--- config.mk ---
export PLATFORM = sky130hd
export DESIGN_NAME = west_pp_stream_buffer
export DESIGN_NICKNAME = d
export VERILOG_FILES = /design/src/rtl/west_pp_stream_buffer.sv
export SDC_FILE = /design/constraint.sdc
export NUM_CORES = 2
export LEC_CHECK = 0
export CORE_MARGIN = 10
export CORE_UTILIZATION = 50
export DETAILED_ROUTE_END_ITERATION = 8
export HOLD_SLACK_MARGIN = 0.03
export PLACE_DENSITY = 0.77
export SETUP_SLACK_MARGIN = 0.15
export SYNTH_ARGS = -nofsm -noshare
export SYNTH_HDL_FRONTEND = slang
export SYNTH_SLANG_ARGS = --single-unit
export TNS_END_PERCENT = 50
--- constraint.sdc ---
create_clock -name clk_i -period 72 [get_ports clk_i]
set_input_delay 18 -clock clk_i [delete_from_list [all_inputs] [get_ports clk_i]]
set_output_delay 18 -clock clk_i [all_outputs]
set_load 0.01 [all_outputs]
--- src/rtl/west_pp_stream_buffer.sv ---
// west_pp_stream_buffer
//   Ping-pong staging buffer for the west operand of the attention matmul
//   array. Row beats from the projection stream fill one bank (one tile)
//   while the other bank replays its tile NUM_PASSES times to the core.
//
// Ports
//   clk_i / rst_i            clock, synchronous active-high reset
//   in_valid_i / in_ready_o  producer handshake, in_data_i beat
//   out_valid_o / out_ready_i consumer handshake, out_data_o beat
//   out_last_o               beat at address DEPTH-1 of every pass
//   out_tile_done_o          last beat of last pass (frees the bank)
//   bank_full_o              bit i = bank i is FULL or DRAINING
//   err_overrun_o            sticky misuse flag, only with PP_OVERRUN_CHECK_EN
//
// Optional feature macro: PP_OVERRUN_CHECK_EN
//   Adds err_overrun_o plus state-transition assertions.
//
// Read path: a fetch pointer (fb/rd_addr/pass_cnt) reads the RAM into a
// 2-entry registered skid FIFO whose head drives the outputs. The fetch
// pointer may move on to the next bank before the previous tile's last beat
// has left the FIFO; the bank is only freed when out_tile_done handshakes,
// tracked separately by rd_bank_q.
module west_pp_stream_buffer #(
  parameter int DATA_WIDTH = 256,
  parameter int DEPTH      = 8,
  parameter int NUM_PASSES = 2
) (
  input  logic                  clk_i,
  input  logic                  rst_i,
  input  logic                  in_valid_i,
  output logic                  in_ready_o,
  input  logic [DATA_WIDTH-1:0] in_data_i,
  output logic                  out_valid_o,
  input  logic                  out_ready_i,
  output logic [DATA_WIDTH-1:0] out_data_o,
  output logic                  out_last_o,
  output logic                  out_tile_done_o,
  output logic [1:0]            bank_full_o
`ifdef PP_OVERRUN_CHECK_EN
  ,
  output logic                  err_overrun_o
`endif
);

  localparam int ADDR_W = (DEPTH > 1) ? $clog2(DEPTH) : 1;
  localparam int PASS_W = (NUM_PASSES > 1) ? $clog2(NUM_PASSES) : 1;
  localparam int ENT_W  = DATA_WIDTH + 2;  // {tile_done, last, data}
  localparam logic [ADDR_W-1:0] ADDR_LAST = ADDR_W'(DEPTH - 1);
  localparam logic [PASS_W-1:0] PASS_LAST = PASS_W'(NUM_PASSES - 1);

  // Encoding chosen so bit 1 means "holds a complete tile" and every legal
  // transition is +1 modulo 4.
  localparam logic [1:0] ST_EMPTY = 2'd0;
  localparam logic [1:0] ST_FILL  = 2'd1;
  localparam logic [1:0] ST_FULL  = 2'd2;
  localparam logic [1:0] ST_DRAIN = 2'd3;

  logic [1:0][1:0]       st_q, st_d;
  logic                  wr_bank_q, wr_bank_d;
  logic [ADDR_W-1:0]     wr_addr_q, wr_addr_d;
  logic                  fb_q, fb_d;
  logic [ADDR_W-1:0]     rd_addr_q, rd_addr_d;
  logic [PASS_W-1:0]     pass_cnt_q, pass_cnt_d;
  logic                  rd_bank_q, rd_bank_d;
  logic [ENT_W-1:0]      ent0_q, ent0_d, ent1_q, ent1_d;
  logic [1:0]            cnt_q, cnt_d;
  logic                  run_q;
  logic [DATA_WIDTH-1:0] mem_q [2][DEPTH];

  logic                  wr_fire, pop, fb_rdy, fetch, rd_last, rd_done, tile_free;
  logic [ENT_W-1:0]      new_ent;

  // run_q holds in_ready low through reset and for the first cycle after.
  assign in_ready_o = run_q && ((st_q[wr_bank_q] == ST_EMPTY) || (st_q[wr_bank_q] == ST_FILL));
  assign wr_fire    = in_valid_i && in_ready_o;

  assign out_valid_o     = (cnt_q != 2'd0);
  assign out_data_o      = ent0_q[DATA_WIDTH-1:0];
  assign out_last_o      = out_valid_o && ent0_q[DATA_WIDTH];
  assign out_tile_done_o = out_valid_o && ent0_q[DATA_WIDTH+1];
  assign bank_full_o     = {st_q[1][1], st_q[0][1]};

  assign pop       = out_valid_o && out_ready_i;
  assign tile_free = pop && ent0_q[DATA_WIDTH+1];
  assign fb_rdy    = st_q[fb_q][1];
  // Refill in the same cycle as a pop keeps a full-rate stream bubble-free.
  assign fetch     = fb_rdy && ((cnt_q != 2'd2) || pop);
  assign rd_last   = (rd_addr_q == ADDR_LAST);
  assign rd_done   = rd_last && (pass_cnt_q == PASS_LAST);
  assign new_ent   = {rd_done, rd_last, mem_q[fb_q][rd_addr_q]};

  always_comb begin
    st_d       = st_q;
    wr_bank_d  = wr_bank_q;
    wr_addr_d  = wr_addr_q;
    fb_d       = fb_q;
    rd_addr_d  = rd_addr_q;
    pass_cnt_d = pass_cnt_q;
    rd_bank_d  = rd_bank_q;
    ent0_d     = ent0_q;
    ent1_d     = ent1_q;
    cnt_d      = cnt_q;

    // Write side only ever touches an EMPTY/FILLING bank.
    if (wr_fire) begin
      if (wr_addr_q == ADDR_LAST) begin
        st_d[wr_bank_q] = ST_FULL;
        wr_bank_d       = ~wr_bank_q;
        wr_addr_d       = '0;
      end else begin
        st_d[wr_bank_q] = ST_FILL;
        wr_addr_d       = wr_addr_q + 1'b1;
      end
    end

    // Fetch side only ever touches a FULL/DRAINING bank.
    if (fetch) begin
      if (st_q[fb_q] == ST_FULL) st_d[fb_q] = ST_DRAIN;
      if (rd_last) begin
        rd_addr_d = '0;
        if (pass_cnt_q == PASS_LAST) begin
          pass_cnt_d = '0;
          fb_d       = ~fb_q;
        end else begin
          pass_cnt_d = pass_cnt_q + 1'b1;
        end
      end else begin
        rd_addr_d = rd_addr_q + 1'b1;
      end
    end

    if (tile_free) begin
      st_d[rd_bank_q] = ST_EMPTY;
      rd_bank_d       = ~rd_bank_q;
    end

    // 2-entry skid FIFO, head in ent0.
    case ({fetch, pop})
      2'b11: begin
        if (cnt_q == 2'd1) begin
          ent0_d = new_ent;
        end else begin
          ent0_d = ent1_q;
          ent1_d = new_ent;
        end
      end
      2'b10: begin
        if (cnt_q == 2'd0) ent0_d = new_ent;
        else               ent1_d = new_ent;
        cnt_d = cnt_q + 2'd1;
      end
      2'b01: begin
        ent0_d = ent1_q;
        cnt_d  = cnt_q - 2'd1;
      end
      default: ;
    endcase
  end

  always_ff @(posedge clk_i) begin
    if (rst_i) begin
      st_q       <= '0;
      wr_bank_q  <= 1'b0;
      wr_addr_q  <= '0;
      fb_q       <= 1'b0;
      rd_addr_q  <= '0;
      pass_cnt_q <= '0;
      rd_bank_q  <= 1'b0;
      ent0_q     <= '0;
      ent1_q     <= '0;
      cnt_q      <= 2'd0;
      run_q      <= 1'b0;
    end else begin
      st_q       <= st_d;
      wr_bank_q  <= wr_bank_d;
      wr_addr_q  <= wr_addr_d;
      fb_q       <= fb_d;
      rd_addr_q  <= rd_addr_d;
      pass_cnt_q <= pass_cnt_d;
      rd_bank_q  <= rd_bank_d;
      ent0_q     <= ent0_d;
      ent1_q     <= ent1_d;
      cnt_q      <= cnt_d;
      run_q      <= 1'b1;
    end
  end

  // Tile storage; contents are meaningless once bank state is reset.
  always_ff @(posedge clk_i) begin
    if (wr_fire) mem_q[wr_bank_q][wr_addr_q] <= in_data_i;
  end

`ifdef PP_OVERRUN_CHECK_EN
  logic [ADDR_W:0] stall_cnt_q, idle_cnt_q;
  logic            err_q;
  logic            stall_c, idle_c;

  assign stall_c       = in_valid_i && !in_ready_o;
  assign idle_c        = out_ready_i && (bank_full_o == 2'b00) && (cnt_q == 2'd0);
  assign err_overrun_o = err_q;

  always_ff @(posedge clk_i) begin
    if (rst_i) begin
      stall_cnt_q <= '0;
      idle_cnt_q  <= '0;
      err_q       <= 1'b0;
    end else begin
      // Stall counter saturates at DEPTH; one more stalled cycle trips it.
      if (stall_c) begin
        if (stall_cnt_q == (ADDR_W+1)'(DEPTH)) err_q <= 1'b1;
        else                                   stall_cnt_q <= stall_cnt_q + 1'b1;
      end else begin
        stall_cnt_q <= '0;
      end
      if (idle_c) begin
        if (idle_cnt_q == (ADDR_W+1)'(DEPTH - 1)) err_q <= 1'b1;
        else                                      idle_cnt_q <= idle_cnt_q + 1'b1;
      end else begin
        idle_cnt_q <= '0;
      end
    end
  end

  always_ff @(posedge clk_i) begin
    if (!rst_i) begin
      for (int b = 0; b < 2; b++) begin
        assert ((st_d[b] == st_q[b]) || (st_d[b] == st_q[b] + 2'd1));
      end
    end
  end
`endif

endmodule

==> summary.txt <==
Global routing
  • GR Util All Layers: 22.2%
  • Antenna violations before repair: 112
  • Maximum number of pins on one net before global-route repair: 173
  • Number of global-route vias before repair: 89800
  • Global-route wire length before repair: 622 mm
  • GR Overflow Total: 0

Drt
  • Vias: 86200
  • Post-DR wirelength/cell: 30.9 um
  • Iteration-0 DRC Markers: 11200
  • Final routed wirelength across all metal layers: 423 mm
  • DRC errors left: 0
  • 1st-pass router iterations: 6
  • Number of vias per cell after detailed routing: 6.28
  • Count of antenna-violating nets left after detailed routing: 0

Outcome
  • Violated checks: slew limit
  • Run status: complete, but fails checks

Timing
  • Worst-margin pin slew: 1.69 ns
  • Post-layout minimum cycle time: 21.91 ns
  • Max Clock Freq: 45.6 MHz
  • Fraction of the cycle the final worst path needs: 30.4%
  • Total negative slack: 0 ns
  • Final count of negative-setup-slack endpoints: 0
  • Setup repair after global routing missed its margin: false
  • Max-Slew Margin vs Limit: -12.6%
  • Max Transition Viols Final: 69
  • Final Hold Violating Endpoints: 0
  • Skew final: 0.0617 ns

Die
  • Initial standard-cell utilization of the core: 50.3%
  • Horizontal die dimension: 610 um
  • Core Area: 347000 sq um
  • Height of the chip: 610 um
  • Number of top-level pins: 522
  • Standard-cell row count: 216
  • Die area: 372000 sq um

Worst setup path
  • Nature of the critical path startpoint: input pin
  • Critical path class: input pin to flop
  • CP peak stage delay: 1.11 ns
  • CP Capture Type: flop
  • Cell-by-cell listing of the critical path: clkdlybuf4s50_1, and3_1, nand3b_1, nor2_4, buf_4, buf_4, buf_4
  • Logic depth of the worst register-to-register path: 8
  • Largest driver fanout on the critical path: 52
  • Endpoint arrival time on the critical path: 22.46 ns
  • Worst-path cell with the longest stage delay: sky130_fd_sc_hd__nor2_4
  • Worst EP required: 72.55 ns
  • Cell repeated most along the worst path: sky130_fd_sc_hd__buf_4

Yosys
  • Multiplexer fraction of the synthesized cell area: 13.3%
  • EDFF count, synth: 4096
  • Combinational family with the most area after synthesis: multiplexers
  • Gate Count Post-Synth: 8378
  • XOR/XNOR Fraction of Synth Area: 0.0201%
  • Cell type with the largest total area after synthesis: sky130_fd_sc_hd__edfxtp_1
  • Mean post-synth cell area: 20.8 sq um
  • Fraction of the mapped netlist area in adder cells: 0.0574%
  • Complex-gate fraction of the synthesized area: 6.03%
  • Top cells by area, synth: sky130_fd_sc_hd__edfxtp_1 71%, sky130_fd_sc_hd__mux4_2 13%, sky130_fd_sc_hd__dfxtp_1 6.1%
  • Ys async rst share: 0%
  • Area share of the largest cell type after synthesis: 70.6%
  • Synth warn: 0
  • Ys flop type: sky130_fd_sc_hd__edfxtp_1
  • Summed instance area of the synthesized netlist: 174000 sq um
  • Simple-Gate Fraction of Synth Area: 0.805%
  • Total of flip-flops plus latches after synthesis: 4628
  • Net Count, Synth: 8646
  • Post-synth cell types: 44
  • Fraction of the yosys area taken by sequential cells: 76.7%

Place
  • Port-buffer cells: 521
  • Inst Count DP: 12800
  • Placed Area: 182000 sq um
  • Total half-perimeter wirelength after legalization and detailed placement: 227 mm
  • Global placer's final weighted congestion: 0.767

Pwr
  • Net Sw Frac: 21.2%
  • Share of power burned in registers: 53.4%
  • Power density of the placed cells: 28.5 nW/um^2
  • Static leakage: 60.6 nW
  • Relative contribution of the clock network to total power: 41.4%
  • Fraction of power consumed by combinational cells: 5.2%
  • Total power consumption of the routed design: 5.62 mW
  • Switching power of the nets: 1.19 mW
  • Maximum vdd ir drop: 0.0224 mV
  • Pint: 4.43 mW

Final layout
  • Post-route cell area: 197000 sq um
  • Count of placed standard cells in the final layout, fillers left out: 13700
  • Fraction of layout instances using a drive strength above 1: 20.3%
  • Synthesis-to-finish area growth: 13.0%
  • Nets: 8962

CTS
  • Total of hold buffers inserted after clock tree synthesis: 0
  • TritonCTS Sinks: 4628
  • Number of H-tree branching levels: 5
  • Clock tree from TritonCTS: done
  • Buffer depth of the longest clock path: 4
  • Root Buffer: sky130_fd_sc_hd__clkbuf_16
  • Post-CTS Resized: 0
  • Post-CTS setup buffers: 0
  • Clock-pin slew reported for the worst setup and hold paths after clock tree synthesis: 0.06 ns
  • Clk_lat worst skew: 1.00 ns
  • Number of buffers created by CTS: 436

Job
  • Number of maximum-capacitance violations: 0

Hold path
  • Type of the most critical hold path: flop to flop
  • Number of cells traversed by the worst hold path: 1
[flip-flops by register name, indices dropped and copies added (netlist names), named ones only]
| register | count |
|---|---|
| rd_addr_q | 3 |
| fb_q | 1 |
| wr_addr_q | 3 |
| wr_bank_q | 1 |
| pass_cnt_q | 1 |
| ent1_q | 258 |
| bank_full_o | 2 |
| run_q | 1 |
| cnt_q | 2 |
| mem_q | 4096 |
| ent0_q | 258 |
| rd_bank_q | 1 |
[worst max-delay path, delay by kind of cell]
kind	cells	cell delay [ns]
buffers and inverters	4	2.61
AND/OR/NAND/NOR	3	1.72
[cell usage after synthesis, types with 2 or more instances]
master / count
sky130_fd_sc_hd__o21ai_1: 8
sky130_fd_sc_hd__xor2_1: 2
sky130_fd_sc_hd__or3_1: 2
sky130_fd_sc_hd__buf_1: 21
sky130_fd_sc_hd__mux4_2: 1024
sky130_fd_sc_hd__and2_1: 4
sky130_fd_sc_hd__ha_1: 8
sky130_fd_sc_hd__dfxtp_1: 532
sky130_fd_sc_hd__inv_1: 253
sky130_fd_sc_hd__edfxtp_1: 4096
sky130_fd_sc_hd__nor3_1: 9
sky130_fd_sc_hd__a31oi_1: 2
sky130_fd_sc_hd__nand3b_1: 4
sky130_fd_sc_hd__a21oi_1: 265
sky130_fd_sc_hd__o21a_1: 2
sky130_fd_sc_hd__a22oi_1: 504
sky130_fd_sc_hd__nand2b_1: 4
sky130_fd_sc_hd__buf_4: 262
sky130_fd_sc_hd__nand2_1: 273
sky130_fd_sc_hd__a22o_1: 257
sky130_fd_sc_hd__buf_6: 41
sky130_fd_sc_hd__o21ai_0: 11
sky130_fd_sc_hd__o221a_1: 247
sky130_fd_sc_hd__mux2i_1: 5
sky130_fd_sc_hd__nand3_1: 15
sky130_fd_sc_hd__xnor2_1: 2
sky130_fd_sc_hd__nor2b_1: 7
sky130_fd_sc_hd__nor2_1: 29
sky130_fd_sc_hd__a21boi_0: 9
sky130_fd_sc_hd__a32o_1: 8
sky130_fd_sc_hd__buf_2: 195
sky130_fd_sc_hd__a311oi_1: 3
sky130_fd_sc_hd__clkbuf_1: 263
[per-layer routing]
metal	GRT usage [%]	routed length, um	share of wire [%]	vias up
met5	0	364	0.086	-
met4	8.62	15700	3.7	58
met3	4.79	39500	9.3	763
met2	36.8	212000	50	4782
met1	29.0	155000	37	45300
li1	-	-	-	35300
[layout by cell type (no fill, tap or decap), types with 6 or more instances in the layout]
cell,n
sky130_fd_sc_hd__o21ai_1,9
sky130_fd_sc_hd__a21oi_1,265
sky130_fd_sc_hd__bufinv_16,44
sky130_fd_sc_hd__nor2_1,15
sky130_fd_sc_hd__inv_16,6
sky130_fd_sc_hd__a22o_1,257
sky130_fd_sc_hd__a22oi_1,504
sky130_fd_sc_hd__edfxtp_1,4096
sky130_fd_sc_hd__inv_6,9
sky130_fd_sc_hd__clkbuf_8,30
sky130_fd_sc_hd__buf_4,115
sky130_fd_sc_hd__clkbuf_1,92
sky130_fd_sc_hd__a21boi_0,9
sky130_fd_sc_hd__ha_1,8
sky130_fd_sc_hd__clkdlybuf4s50_1,520
sky130_fd_sc_hd__o221a_1,247
sky130_fd_sc_hd__clkinv_1,84
sky130_fd_sc_hd__nand3_1,15
sky130_fd_sc_hd__nor2_4,14
sky130_fd_sc_hd__dfxtp_1,529
sky130_fd_sc_hd__nand2_1,272
sky130_fd_sc_hd__o21ai_0,10
sky130_fd_sc_hd__clkinvlp_4,8
sky130_fd_sc_hd__diode_2,56
sky130_fd_sc_hd__clkbuf_16,444
sky130_fd_sc_hd__inv_1,253
sky130_fd_sc_hd__mux4_2,1024
sky130_fd_sc_hd__clkinv_2,82
sky130_fd_sc_hd__a32o_1,8
sky130_fd_sc_hd__buf_12,24
sky130_fd_sc_hd__clkinv_16,9
[cell families (layout without fill, tap and decap cells)]
kind of cell | count (synthesis) | count (layout)
buffers and inverters | 1036 | 1735
multiplexers | 1030 | 1030
XOR/XNOR | 4 | 4
AND/OR/NAND/NOR | 349 | 349
adder cells (fa/ha/maj) | 8 | 8
other | 0 | 56
AO/OA/AOI/OAI | 1323 | 1323
flip-flops | 4628 | 4628
[path summary, 6_finish.rpt]
check | slack, ns | from | endpoint
max | 50.09 | in_valid_i | mem_q[1][1287]
min | 0.47 | ent1_q[31] | ent1_q[31]
max reg2reg | 65.74 | rd_addr_q[1] | ent0_q[65]
min reg2reg | 0.47 | ent1_q[31] | ent1_q[31]
[area by class of cell]
cell class / instances / area [sq um]
Tap cell: 4578 / 5730
Multi-Input combinational cell: 2714 / 35300
Fill cell: 24100 / 150000
Inverter: 254 / 953
Clock inverter: 254 / 2720
Clock buffer: 567 / 11900
Sequential cell: 4628 / 134000
Timing Repair Buffer: 660 / 6560
Antenna cell: 56 / 140
[metrics by stage]
stage / hold WS (ns) / util (%) / worst slack (ns)
floorplan: 0.436 / - / 35.09
finish: 0.468 / 56.8 / 50.09
CTS: 0.470 / 56.8 / 50.15
global route: 0.485 / 56.8 / 49.96
global placement: 0.451 / 52.6 / 49.14
detailed placement: 0.454 / 52.6 / 49.11
[power groups by stage]
stage	Combinational (mW)	Sequential [mW]	Clock (mW)
finish	0.293	3.00	2.32
CTS	0.295	3.00	2.35
global placement	0.285	3.06	0
global route	0.311	3.01	2.45
detailed placement	0.292	3.06	0
floorplan	0.173	3.05	0
Power figures use the tool's default switching activity.
